$ cat config.mk
export PLATFORM = sky130hd
export DESIGN_NAME = imm_decode_stage
export DESIGN_NICKNAME = d
export VERILOG_FILES = /design/src/rtl/imm_pkg.sv /design/src/rtl/imm_extract.sv /design/src/rtl/imm_decode_stage.sv
export SDC_FILE = /design/constraint.sdc
export NUM_CORES = 1
export LEC_CHECK = 0
export ABC_AREA = 1
export CORE_MARGIN = 3
export CORE_UTILIZATION = 55
export CTS_CLUSTER_SIZE = 10
export DETAILED_ROUTE_END_ITERATION = 10
export GPL_ROUTABILITY_DRIVEN = 0
export GPL_TIMING_DRIVEN = 1
export PLACE_DENSITY = 0.84
export SYNTH_ARGS = -nofsm -noshare
export SYNTH_HDL_FRONTEND = slang
export SYNTH_SLANG_ARGS = --single-unit
$ cat constraint.sdc
create_clock -name clk -period 3.1 [get_ports clk]
set_clock_uncertainty 0.2 [all_clocks]
set_input_delay 0.31 -clock clk [delete_from_list [all_inputs] [get_ports clk]]
set_output_delay 0.31 -clock clk [all_outputs]
set_load 0.01 [all_outputs]
$ cat src/rtl/imm_pkg.sv
// Shared definitions for the registered immediate-decode stage:
// one-hot instruction-format selects and the legal immediate widths.
package imm_pkg;

    localparam int TYPE_W = 7;

    typedef logic [TYPE_W-1:0] imm_type_t;

    // One-hot format selects, one bit per instruction format
    localparam imm_type_t TYPE_R = 7'b000_0001;
    localparam imm_type_t TYPE_I = 7'b000_0010;
    localparam imm_type_t TYPE_S = 7'b000_0100;
    localparam imm_type_t TYPE_B = 7'b000_1000;
    localparam imm_type_t TYPE_U = 7'b001_0000;
    localparam imm_type_t TYPE_J = 7'b010_0000;
    localparam imm_type_t TYPE_Z = 7'b100_0000;

    // Supported immediate widths
    localparam int XLEN_32 = 32;
    localparam int XLEN_64 = 64;

endpackage

$ cat src/rtl/imm_extract.sv
// Combinational immediate extraction. Every format is first assembled as a
// signed 32-bit value and then sign-extended to XLEN; the Z format carries
// a zero MSB so the same extension yields a zero-extended result.
module imm_extract
    import imm_pkg::*;
#(
    parameter int XLEN = 32
) (
    input  logic [31:0]       inst,
    input  imm_type_t         sel,
    output logic [XLEN-1:0]   imm,
    output logic              err
);

    logic signed [31:0] imm32;

    // Select the bit-field layout for the requested format; anything that is
    // not exactly one format bit flags an error and yields a zero immediate
    always_comb begin
        imm32 = '0;
        err   = 1'b0;
        case (sel)
            TYPE_R: imm32 = '0;
            TYPE_I: imm32 = {{20{inst[31]}}, inst[31:20]};
            TYPE_S: imm32 = {{20{inst[31]}}, inst[31:25], inst[11:7]};
            TYPE_B: imm32 = {{19{inst[31]}}, inst[31], inst[7], inst[30:25],
                             inst[11:8], 1'b0};
            TYPE_U: imm32 = {inst[31:12], 12'b0};
            TYPE_J: imm32 = {{11{inst[31]}}, inst[31], inst[19:12], inst[20],
                             inst[30:21], 1'b0};
            TYPE_Z: imm32 = {27'b0, inst[19:15]};
            default: begin
                imm32 = '0;
                err   = 1'b1;
            end
        endcase
        imm = XLEN'(imm32);
    end

endmodule

$ cat src/rtl/imm_decode_stage.sv
// Registered immediate-decode stage. The immediate is extracted on the input
// side, then held in a two-entry valid/ready skid buffer (head + skid) so that
// in_ready depends only on registered occupancy, never on out_ready.
module imm_decode_stage
    import imm_pkg::*;
#(
    parameter int XLEN      = 32,
    parameter int TAG_W     = 8,
    parameter int ERR_CNT_W = 8
) (
    input  logic                 clk,
    input  logic                 rst_n,
    input  logic                 in_valid,
    output logic                 in_ready,
    input  logic [31:0]          in_inst,
    input  logic [TYPE_W-1:0]    in_type,
    input  logic [TAG_W-1:0]     in_tag,
    output logic                 out_valid,
    input  logic                 out_ready,
    output logic [XLEN-1:0]      out_imm,
    output logic [TAG_W-1:0]     out_tag,
    output logic                 out_err,
    output logic [ERR_CNT_W-1:0] err_count
);

    logic [XLEN-1:0]  imm_p0;
    logic             err_p0;

    logic [1:0]       occ;
    logic [XLEN-1:0]  head_imm_p1;
    logic [TAG_W-1:0] head_tag_p1;
    logic             head_err_p1;
    logic [XLEN-1:0]  skid_imm_p1;
    logic [TAG_W-1:0] skid_tag_p1;
    logic             skid_err_p1;

    logic             accept;
    logic             emit;

    imm_extract #(
        .XLEN (XLEN)
    ) u_extract (
        .inst (in_inst),
        .sel  (in_type),
        .imm  (imm_p0),
        .err  (err_p0)
    );

    // Ready comes from registered occupancy; held low while reset is asserted
    assign in_ready  = rst_n & (occ != 2'd2);
    assign out_valid = (occ != 2'd0);
    assign out_imm   = head_imm_p1;
    assign out_tag   = head_tag_p1;
    assign out_err   = head_err_p1;

    assign accept = in_valid & in_ready;
    assign emit   = out_valid & out_ready;

    // p0 -> p1: occupancy tracking and head/skid loading, order preserving
    always_ff @(posedge clk or negedge rst_n) begin
        if (!rst_n) begin
            occ         <= 2'd0;
            head_imm_p1 <= '0;
            head_tag_p1 <= '0;
            head_err_p1 <= 1'b0;
            skid_imm_p1 <= '0;
            skid_tag_p1 <= '0;
            skid_err_p1 <= 1'b0;
        end else begin
            case (occ)
                2'd0: begin
                    if (accept) begin
                        head_imm_p1 <= imm_p0;
                        head_tag_p1 <= in_tag;
                        head_err_p1 <= err_p0;
                        occ         <= 2'd1;
                    end
                end
                2'd1: begin
                    if (accept && emit) begin
                        // Head leaves this cycle, so the new beat replaces it
                        head_imm_p1 <= imm_p0;
                        head_tag_p1 <= in_tag;
                        head_err_p1 <= err_p0;
                    end else if (accept) begin
                        skid_imm_p1 <= imm_p0;
                        skid_tag_p1 <= in_tag;
                        skid_err_p1 <= err_p0;
                        occ         <= 2'd2;
                    end else if (emit) begin
                        occ <= 2'd0;
                    end
                end
                default: begin
                    // Full: no accept is possible, only promote skid on emit
                    if (emit) begin
                        head_imm_p1 <= skid_imm_p1;
                        head_tag_p1 <= skid_tag_p1;
                        head_err_p1 <= skid_err_p1;
                        occ         <= 2'd1;
                    end
                end
            endcase
        end
    end

    // Count malformed format selects at accept time, saturating at all-ones
    always_ff @(posedge clk or negedge rst_n) begin
        if (!rst_n) begin
            err_count <= '0;
        end else if (accept && err_p0 && (err_count != {ERR_CNT_W{1'b1}})) begin
            err_count <= err_count + 1'b1;
        end
    end

endmodule

Word level (Yosys, flattened, before mapping)
Index checks and enable logic that the tools add are counted.
Word-level totals
  input port bits: 51
  logic and storage cells: 57
  register bits: 92
  output and inout port bits: 51
Cells by class
  equality and inequality tests: 14
  bitwise logic cells: 4
  reductions and logical operators: 10
  muxes and demuxes: 20
  add/subtract/negate cells: 1
Operators with widths (count)
  case mux 32 bit (6 select lines): 1
  two-way mux 32 bit: 3
  case mux 32 bit (2 select lines): 1
  two-way mux 8 bit: 3
  case mux 8 bit (2 select lines): 1
  two-way mux 2 bit: 5
  adder 8 x 1 -> 8 bit, second input constant: 1
  != test 2 bit, second input constant: 4
  != test 8 bit, second input constant: 1
  equality test 7 x 1 -> 1 bit, second input constant: 1
  equality test 7 x 2 -> 1 bit, second input constant: 1
  equality test 7 x 3 -> 1 bit, second input constant: 1
  equality test 7 x 4 -> 1 bit, second input constant: 1
  equality test 7 x 5 -> 1 bit, second input constant: 1
  equality test 7 x 6 -> 1 bit, second input constant: 1
  equality test 7 bit, second input constant: 1
  OR reduction 7 bit: 1
  AND reduction 3 bit: 2
  two-way mux 1 bit: 4
  case mux 2 bit (2 select lines): 1
  AND reduction 4 bit: 1
  bitwise AND 1 bit: 3
  logical AND 1 bit: 3
  != test 3 bit, second input constant: 1
  6 further kinds: 6

Depth between registers and ports, before layout
Gate-level depths: netlist of the first run.
  depth after elaboration: 6
  mapped depth: 10
  gate-level depth less buffers: 10

By module
From an unflattened synthesis of the first run, not the netlist that was laid out.
Second synthesis, totals
  cell total of the unflattened synthesis: 703
  area, all modules: 4895.9 µm²
Modules (own cells, without submodules)
  imm_decode_stage: times used 1, seq. area each 2302.2 µm², area an instance 4332.9 µm², cells an instance 569
  imm_extract: times used 1, seq. area each 0.0 µm², area an instance 563.0 µm², cells an instance 134

Worst setup path before layout of the first run
OpenSTA, ideal clock, no wires.
  path kind: register -> register
  start point: reg err_count[0]
  end point: reg err_count[7]
  setup time: 0.118 ns
  required time: 2.782 ns
  cell stages (with the launch flop): 8
  arrival: 1.442 ns
  setup slack: 1.340 ns
  path buffers: 0
  period minus slack after synthesis: 1.760 ns
  cells stage by stage: dfrtp_1 -> ha_1 -> nand3_1 -> nor3_1 -> nor2_2 -> nand3_1 -> nand2_1 -> nand2_1
On the way
  cells in the longest elaborated chain, start to end: 2
  elaborated cells between the ends (all ways): 3
  classes of those cells: add/sub (1); eq/ne (1); reduce/logical (1)
Ends and longest elaborated chain
  start, declared: line imm_decode_stage.sv:23  | output logic [ERR_CNT_W-1:0] err_count
  start signal, assigned: line imm_decode_stage.sv:112  | err_count <= err_count + 1'b1;
  parallel branches: the longest is 2 deep, another holds adder 8 x 1 -> 8 bit
Several ways; the timed one is not identified.
A chain may end at the register's enable or synchronous reset.

Worst setup path after layout of the first run
  start point: in in_type[5]
  end point: reg err_count[1]
On the way
  cells in the longest elaborated chain, start to end: 5
  elaborated cells between the ends (all ways): 11
  classes of those cells: eq/ne (7); mux (1); reduce/logical (3)
Ends and longest elaborated chain
  start, declared: line imm_decode_stage.sv:16  | input logic [TYPE_W-1:0] in_type,
  equality test 7 x 1 -> 1 bit (tied with other cells): line imm_extract.sv:22  | case (sel)
  OR reduction 7 bit (no line) *
  two-way mux 1 bit *: line imm_extract.sv:22
  logical AND 1 bit * (2 in series): line imm_decode_stage.sv:111  | end else if (accept && err_p0 && (err_count != {ERR_CNT_W{1'b1}})) begin
Every way passes the cells marked *; elsewhere a longest branch is shown, timed or not.

==> summary.txt, run 1 <==
Run status
  – Outcome: complete, no violations

STA
  – RSZ-0062 raised after global routing: false
  – Setup tns final: 0 ns
  – Final hold vios: 0
  – Post-route minimum period: about 2.4 ns
  – Fmax: 414.6 MHz
  – Final worst-path cycle share: 0.7780
  – Worst slew margin: 0.4326
  – Max Slew Vio Count: 0
  – Final setup violation count: 0
  – Worst Max-Slew Pin Slew: 0.8480 ns

Global route
  – First-pass GRT wire length: 20,360 µm
  – Vias in the first global route: around 4,300
  – Initial antenna violation count: 0
  – GRT Util Overall: 0.2492
  – Grt ovf: 0
  – Largest net degree at the start of global routing: a little under 80

Logic synthesis
  – Ys Warns: 0
  – Post-synth EDFFs: 0
  – Post-synthesis compound-gate area fraction: 0.08621
  – Post-Synth XOR/XNOR Area: 0.009143
  – Synth Area in Simple Gates: 0.3537
  – Post-synth top area share: 0.4807
  – Synthesized net count: 709
  – Netlist cell types: 27
  – Adder-Cell Fraction of Synth Area: 0.002612
  – Synth Register Bits: 92
  – Primary FF master, synth: dfrtp_1
  – Synthesized area per cell: 7.290 µm²
  – Post-Synthesis Cells: between 600 and 700
  – Post-synthesis mux area share: 0
  – Sequential share of the synthesized area: 0.4807
  – Syn Std Cell Area: around 0.0048 mm²
  – Yosys top cell by area: dfrtp_1
  – Ys async rst share: 1.000
  – Largest family of logic cells by synthesized area: simple AND/OR/NAND/NOR gates
  – Synth top area cells: dfrtp_1, nand2_1, nor2_1, nand3_1, a31oi_1

Critical path
  – CP Capture Type: flip-flop
  – Critical Path RT: between 3 and 4 ns
  – Flop2flop setup slack: about 0.98 ns
  – CP max stage cell: nor2_1
  – Worst r2r dst: err_count[1]$_DFFE_PN0P_
  – Worst-path maximum fanout: 13
  – Crit-path cells: clkdlybuf4s50_1 > inv_2 > nand2_1 > nor2_1 > nand2_1 > nand2_1 > nor2_1 > buf_4 > nand3_1 > nand2_1 > nand2_1
  – R2R depth: 7
  – Worst setup endpoint: err_count[1]$_DFFE_PN0P_
  – Worst Path Arrival: ~2.5 ns
  – Reg-to-reg startpoint: occ[1]$_DFFE_PN0P_
  – Cell mode on critical path: nand2_1
  – WS Path Type: primary input to flip-flop
  – Worst stage delay on the critical path: between 0.6 and 0.7 ns
  – CP Launch Type: primary input
  – Critical path origin: in_type[5]

Finish
  – Fin nets: a little under 800
  – Final Cell Area: roughly 0.0060 mm²
  – Fillers: approximately 660
  – Storage cell area: about 0.0023 mm²
  – Layout cell share with drive strength beyond 1: 0.05398
  – Ant diodes: 0
  – Area growth from synthesis to layout: 25.34%
  – Area occupied by multi-input gates: 0.002166 mm²

Placed design
  – I/O Buffers: 94
  – Dpl hpwl: 8110 µm
  – Area post-placement: approximately 0.0058 mm²

CTS
  – CTS clk-pin slew, worst paths: ~0.09 ns
  – Max H-tree Level: 3
  – Setup Buffers After CTS: 0
  – TritonCTS clock tree: done
  – Max Buffers Root-to-Sink: 2
  – Clock Sinks: 92
  – Num CTS Buffers: 9
  – CTS-repair resized insts: 0
  – CTS Root Cell: clkbuf_8
  – Worst-skew pair later-pin latency: ~0.36 ns

Hold path
  – Hold Crit Start: out_imm[28]$_DFFE_PN0P_
  – Hold Path Class: flip-flop to flip-flop

Floorplanning
  – Die ar.: between 0.009 and 0.01 mm²
  – Die Wd: 99.32 µm
  – Die Ht: between 90 and 100 µm
  – Core Area: around 0.0083 mm²
  – I/O pin cnt: between 100 and 150
  – Initial Util: 0.5743
  – Rows: 33

Detailed routing
  – Drt first pass iters: 8
  – Wire per inst: 14.01 µm
  – Vias/cell: ~5.5
  – DR vias: approximately 4,700
  – DR DRC count: 0
  – Number of DRC markers in iteration 0: around 340
  – Post-Route WL: about 12,000 µm
  – DRT antenna net count: 0

Run
  – Max-Cap Viols: 0

Pwr
  – P per Cell Area: ~610 mW/mm²
  – VDD IR max: 357.3 µV
  – Leak pwr: between 0.003 and 0.004 µW
[state kept, by name, indices dropped and copies added (netlist names)]
register,count
out_tag,8
skid_err_p1,1
out_err,1
skid_imm_p1,32
skid_tag_p1,8
out_imm,32
err_count,8
occ,2
[worst min path at each step]
stage,slack [ns],to,depth (start not counted)
after CTS,0.29,out_imm[2]$_DFFE_PN0P_,2
after floorplan,-0.19,err_count[0]$_DFFE_PN0P_,0
after global placement,0.18,skid_tag_p1[5]$_DFFE_PN0P_,2
final,0.29,out_imm[28]$_DFFE_PN0P_,2
after detailed placement,0.19,skid_tag_p1[3]$_DFFE_PN0P_,2
after global routing,0.31,out_imm[12]$_DFFE_PN0P_,2
[repair_timing]
| action | CTS | global route |
|---|---|---|
| hold endpoints to repair | 32 | 0 |
| hold buffers | 1 | 0 |
| endpoints found under the setup margin | 0 | 0 |
[cells in the final DEF, fill, tap and decap left out]
cell             Yosys  final
a21oi_1             20     20
a21oi_4              1      1
a31oi_1             21     21
buf_12               0      2
buf_4                3      9
bufinv_16            0      2
clkbuf_8             0      9
clkdlybuf4s50_1      0     93
clkinv_2             0      1
clkinvlp_4           0      2
dfrtp_1             92     92
dlygate4sd3_1        0      1
ha_1                 1      1
inv_1               34     34
inv_2                4      4
inv_6                0      1
nand2_1            207    206
nand2_2              3      4
nand3_1             76     76
nand3b_1             1      1
nand4_1              8      8
nor2_1             109    109
nor2_2               2      2
nor2_4               1      1
nor3_1               1      1
nor3_4               1      1
o21ai_0             20     20
o21ai_1             13     13
or2_2                1      1
xnor2_1              2      2
xor2_1               3      3
[Yosys cell counts (8+ instances only)]
library cell  instances
a21oi_1              20
nand4_1               8
clkbuf_1             13
nor2_1              109
o21ai_0              20
dfrtp_1              92
a31oi_1              21
nand3_1              76
nand2_1             207
buf_2                16
inv_1                34
o21ai_1              13
[per-layer routing]
layer | up-vias | part of all wire | GRT usage
li1 | 2269 | - | -
met1 | 2160 | 0.45 | 0.3789
met2 | 204 | 0.46 | 0.3807
met3 | 17 | 0.071 | 0.03927
met4 | 0 | 0.011 | 0.05042
met5 | - | 0 | 0
[final cells by class]
| class | count | share of cell area |
|---|---|---|
| clock inverters | 6 | 0.01480 |
| well taps | 105 | 0.02188 |
| multi-input cells | 491 | 0.3608 |
| inverters | 38 | 0.02376 |
| repair buffers | 105 | 0.1747 |
| flip-flops and latches | 92 | 0.3835 |
| clock buffers | 9 | 0.02063 |
[critical path, delay by kind of cell]
kind | cells | cell delay (ns)
AND/OR/NAND/NOR | 8 | 1.46
buffers and inverters | 3 | 0.74
[power breakdown]
part,total (µW),switching [µW],internal [µW]
logic,1060,521,537
clock network,882,431,451
registers,1750,204,1540
total,3690,1160,2530
[logic make-up (layout without fill, tap and decap cells)]
| group | after synthesis | after routing |
|---|---|---|
| buf+inv | 74 | 158 |
| simple gates | 410 | 410 |
| compound gates | 75 | 75 |
| fa+ha+maj | 1 | 1 |
| xor+xnor | 5 | 5 |
| flops | 92 | 92 |
[through the flow]
step | power (µW) | cells | utilization | setup WS [ns] | hold slack, ns
after floorplan | 2287 | 657 | - | 1.340 | -0.1856
after global placement | 2765 | 830 | 0.6931 | 0.5301 | 0.1834
after detailed placement | 2823 | 830 | 0.6931 | 0.3779 | 0.1927
after CTS | 3700 | 846 | 0.7198 | 0.7399 | 0.2879
after global routing | 3914 | 846 | 0.7198 | 0.4798 | 0.3088
final | 3685 | 846 | 0.7198 | 0.6883 | 0.2863
No activity file was read; power rests on OpenSTA's default activity.
==> run 2: changes to the inputs <==
--- a/config.mk
+++ b/config.mk
@@ -7,12 +7,12 @@
 export LEC_CHECK = 0
 export ABC_AREA = 1
 export CORE_MARGIN = 3
-export CORE_UTILIZATION = 55
+export CORE_UTILIZATION = 46
 export CTS_CLUSTER_SIZE = 10
 export DETAILED_ROUTE_END_ITERATION = 10
 export GPL_ROUTABILITY_DRIVEN = 0
 export GPL_TIMING_DRIVEN = 1
-export PLACE_DENSITY = 0.84
+export PLACE_DENSITY = 0.75
 export SYNTH_ARGS = -nofsm -noshare
 export SYNTH_HDL_FRONTEND = slang
 export SYNTH_SLANG_ARGS = --single-unit
==> constraint.sdc (replaced) <==
create_clock -name clk -period 1.96 [get_ports clk]
set_clock_uncertainty 0.2 [all_clocks]
set_input_delay 0.196 -clock clk [delete_from_list [all_inputs] [get_ports clk]]
set_output_delay 0.196 -clock clk [all_outputs]
set_load 0.01 [all_outputs]
==> run 2 against run 1 <==
Against the previous run: first-iteration DRC count increased by 9.3%; cell area increased by 4.8%; via count increased by 1.4%; utilization decreased by 8.8 points; clock-buffer cell count increased by 1; sequential power increased by 58%; sequential share of layout area decreased by 1.8 points; worst hold slack got worse by 0.087 ns; sequential cell count unchanged; non-clock buffer count increased by 25; combinational power increased by 63%; clock power increased by 53%; critical path type is now flip-flop to output port; critical endpoint is now err_count[6].
==> summary.txt, run 2 (synthesized netlist as in run 1, its figures left out) <==
Critical path
  – WS Path Type: flip-flop to output port (was primary input to flip-flop)
  – Worst Path Arrival: 1.41 ns (was 2.51 ns)
  – Family with the most delay on the worst path: buffers and inverters (was simple AND/OR/NAND/NOR gates)
  – Crit-path cells: clkdlybuf4s50_1 (was clkdlybuf4s50_1 > inv_2 > nand2_1 > nor2_1 > nand2_1 > nand2_1 > nor2_1 > buf_4 > nand3_1 > nand2_1 > nand2_1)
  – CP max stage cell: clkdlybuf4s50_1 (was nor2_1)
  – Worst-path maximum fanout: 5 (was 13)
  – CP Launch Type: flip-flop (was primary input)
  – Buf/Inv on CP: 1 (was 3)
  – CP Capture Type: output port (was flip-flop)
  – Critical Path RT: 1.56 ns (was 3.19 ns)
  – Worst stage delay on the critical path: 0.58 ns (was 0.64 ns)

STA
  – Max Slew Vio Count: 0 (unchanged)
  – Final hold vios: 0 (unchanged)
  – Worst slew margin: 0.6350 (was 0.4326)
  – Worst Max-Slew Pin Slew: 0.5470 ns (was 0.8480 ns)
  – Final setup violation count: 0 (unchanged)
  – Setup ws final: 0.1563 ns (was 0.6883 ns)
  – Post-route minimum period: approximately 1.8 ns
  – Setup tns final: 0 ns (unchanged)
  – RSZ-0062 raised after global routing: false (unchanged)
  – Fmax: between 500 and 600 MHz
  – Final worst-path cycle share: 0.9203

Finish
  – Fillers: 864 (was 664)
  – Final Cell Area: 0.006294 mm² (was 0.006003 mm²)
  – Ant diodes: 0 (unchanged)
  – Fin nets: 814 (was 789)
  – Layout cell share with drive strength beyond 1: 0.08735 (was 0.05398)
  – Area occupied by multi-input gates: 0.002168 mm² (was 0.002166 mm²)
  – Storage cell area: 0.002302 mm² (unchanged)
  – Highest-count cells in the layout ignoring fill and taps: nand2_1, nor2_1, dfrtp_1 (was nand2_1, nor2_1, clkdlybuf4s50_1)
  – Area growth from synthesis to layout: 31.40% (was 25.34%)
  – Commonest non-fill, non-tap cell in the layout: nand2_1 (unchanged)
  – Fin cells: 900 (was 846)

Run
  – Max-Cap Viols: 0 (unchanged)

Pwr
  – VDD IR max: 521.5 µV (was 357.3 µV)
  – Switching pwr: 1877 µW (was 1155 µW)
  – Seq pwr share: 0.473 (was 0.474)
  – Leak pwr: 0.003286 µW (was 0.003111 µW)
  – P per Cell Area: 929.2 mW/mm² (was 613.9 mW/mm²)
  – Clock power frac: 0.231 (was 0.239)
  – Sw Share: 0.3210 (was 0.3135)
  – Combinational Power Share: 0.295 (was 0.287)
  – Int Pwr: 3971 µW (was 2530 µW)
  – Tot Pwr: 5848 µW (was 3685 µW)

Detailed routing
  – Drt first pass iters: 5 (was 8)
  – DR DRC count: 0 (unchanged)
  – Number of DRC markers in iteration 0: 366 (was 335)
  – Vias/cell: 5.237 (was 5.496)
  – DRT antenna net count: 0 (unchanged)
  – DR vias: 4,713 (was 4,650)
  – Post-Route WL: 12,490 µm (was 11,850 µm)
  – Wire per inst: 13.88 µm (was 14.01 µm)

Placed design
  – Cell count after placement: 883 (was 830)
  – Area post-placement: 0.006066 mm² (was 0.005781 mm²)
  – Worst slack at placement: -0.4021 ns (was 0.3779 ns)
  – I/O Buffers: 94 (unchanged)
  – Dpl hpwl: 8847 µm (was 8110 µm)

Global route
  – First-pass GRT wire length: 21,600 µm (was 20,360 µm)
  – Vias in the first global route: 4,521 (was 4,288)
  – GRT Util Overall: 0.2270 (was 0.2492)
  – Grt ovf: 0 (unchanged)
  – Largest net degree at the start of global routing: 93 (was 77)
  – Initial antenna violation count: 0 (unchanged)

CTS
  – TritonCTS clock tree: done (unchanged)
  – Num CTS Buffers: 9 (unchanged)
  – Setup Buffers After CTS: 0 (unchanged)
  – Max Buffers Root-to-Sink: 2 (unchanged)
  – Clock Sinks: 92 (unchanged)
  – Max H-tree Level: 3 (unchanged)
  – CTS Root Cell: clkbuf_8 (unchanged)
  – CTS clk-pin slew, worst paths: 0.10 ns (was 0.09 ns)
  – Worst-skew pair later-pin latency: 0.36 ns (about the same)

Floorplanning
  – Die Wd: 108.0 µm (was 99.32 µm)
  – Rows: 36 (was 33)
  – Core Area: 0.009955 mm² (was 0.008341 mm²)
  – Die ar.: 0.01167 mm² (was 0.009864 mm²)
  – Initial Util: 0.4811 (was 0.5743)
  – I/O pin cnt: 102 (unchanged)
  – Die Ht: 108.0 µm (was 99.32 µm)

Run status
  – Outcome: complete, no violations (unchanged)

Hold path
  – Hold Path Class: primary input to flip-flop (was flip-flop to flip-flop)
run 2: worst paths after layout:
path / startpoint / to / slack, ns / cells past startpoint
min in group asynchronous: rst_n / out_err$_DFFE_PN0P_ / 0.31 / 3
setup reg to reg: occ[1]$_DFFE_PN0P_ / skid_imm_p1[13]$_DFFE_PN0P_ / 0.20 / 6
max in group asynchronous: rst_n / skid_imm_p1[26]$_DFFE_PN0P_ / 0.88 / 3
hold / removal: in_tag[5] / skid_tag_p1[5]$_DFFE_PN0P_ / 0.20 / 3
setup / recovery: err_count[6]$_DFFE_PN0P_ / err_count[6] / 0.16 / 1
hold reg to reg: out_imm[30]$_DFFE_PN0P_ / out_imm[30]$_DFFE_PN0P_ / 0.29 / 2
run 2: layer usage:
| metal | part of all wire | vias up | track usage |
|---|---|---|---|
| met3 | 0.056 | 6 | 0.03522 |
| met2 | 0.48 | 145 | 0.3774 |
| li1 | - | 2316 | - |
| met4 | 0.0058 | 0 | 0.04058 |
| met1 | 0.46 | 2246 | 0.3197 |
| met5 | 0 | - | 0 |
run 2: power by group through the flow:
stage / clock network [µW] / registers (µW) / logic, µW
2_1_floorplan: 0 / 2840 / 777
3_3_place_gp: 0 / 2760 / 1690
3_5_place_dp: 0 / 2800 / 1740
4_1_cts: 1380 / 2770 / 1750
5_1_grt: 1470 / 2830 / 1940
6_report: 1350 / 2770 / 1730
run 2: layout make-up:
class | count | share of cell area
Timing Repair Buffer | 130 | 0.2072
Sequential cell | 92 | 0.3658
Multi-Input combinational cell | 491 | 0.3445
Tap cell | 133 | 0.02644
Clock buffer | 10 | 0.02187
Clock inverter | 6 | 0.01153
Inverter | 38 | 0.02266
run 2: through the flow:
step	hold slack (ns)	utilization
6_report	0.1991	0.6322
5_1_grt	0.2082	0.6322
4_1_cts	0.1929	0.6317
3_5_place_dp	0.1135	0.6094
3_3_place_gp	0.1074	0.6094
2_1_floorplan	-0.2996	-
run 2: timing repair:
| action | 4_1_cts | 5_1_grt |
|---|---|---|
| setup endpoints to repair | 9 | 2 |
| hold buffers | 1 | 0 |
| resized for setup | 1 | 2 |
| endpoints found under the hold margin | 92 | 0 |
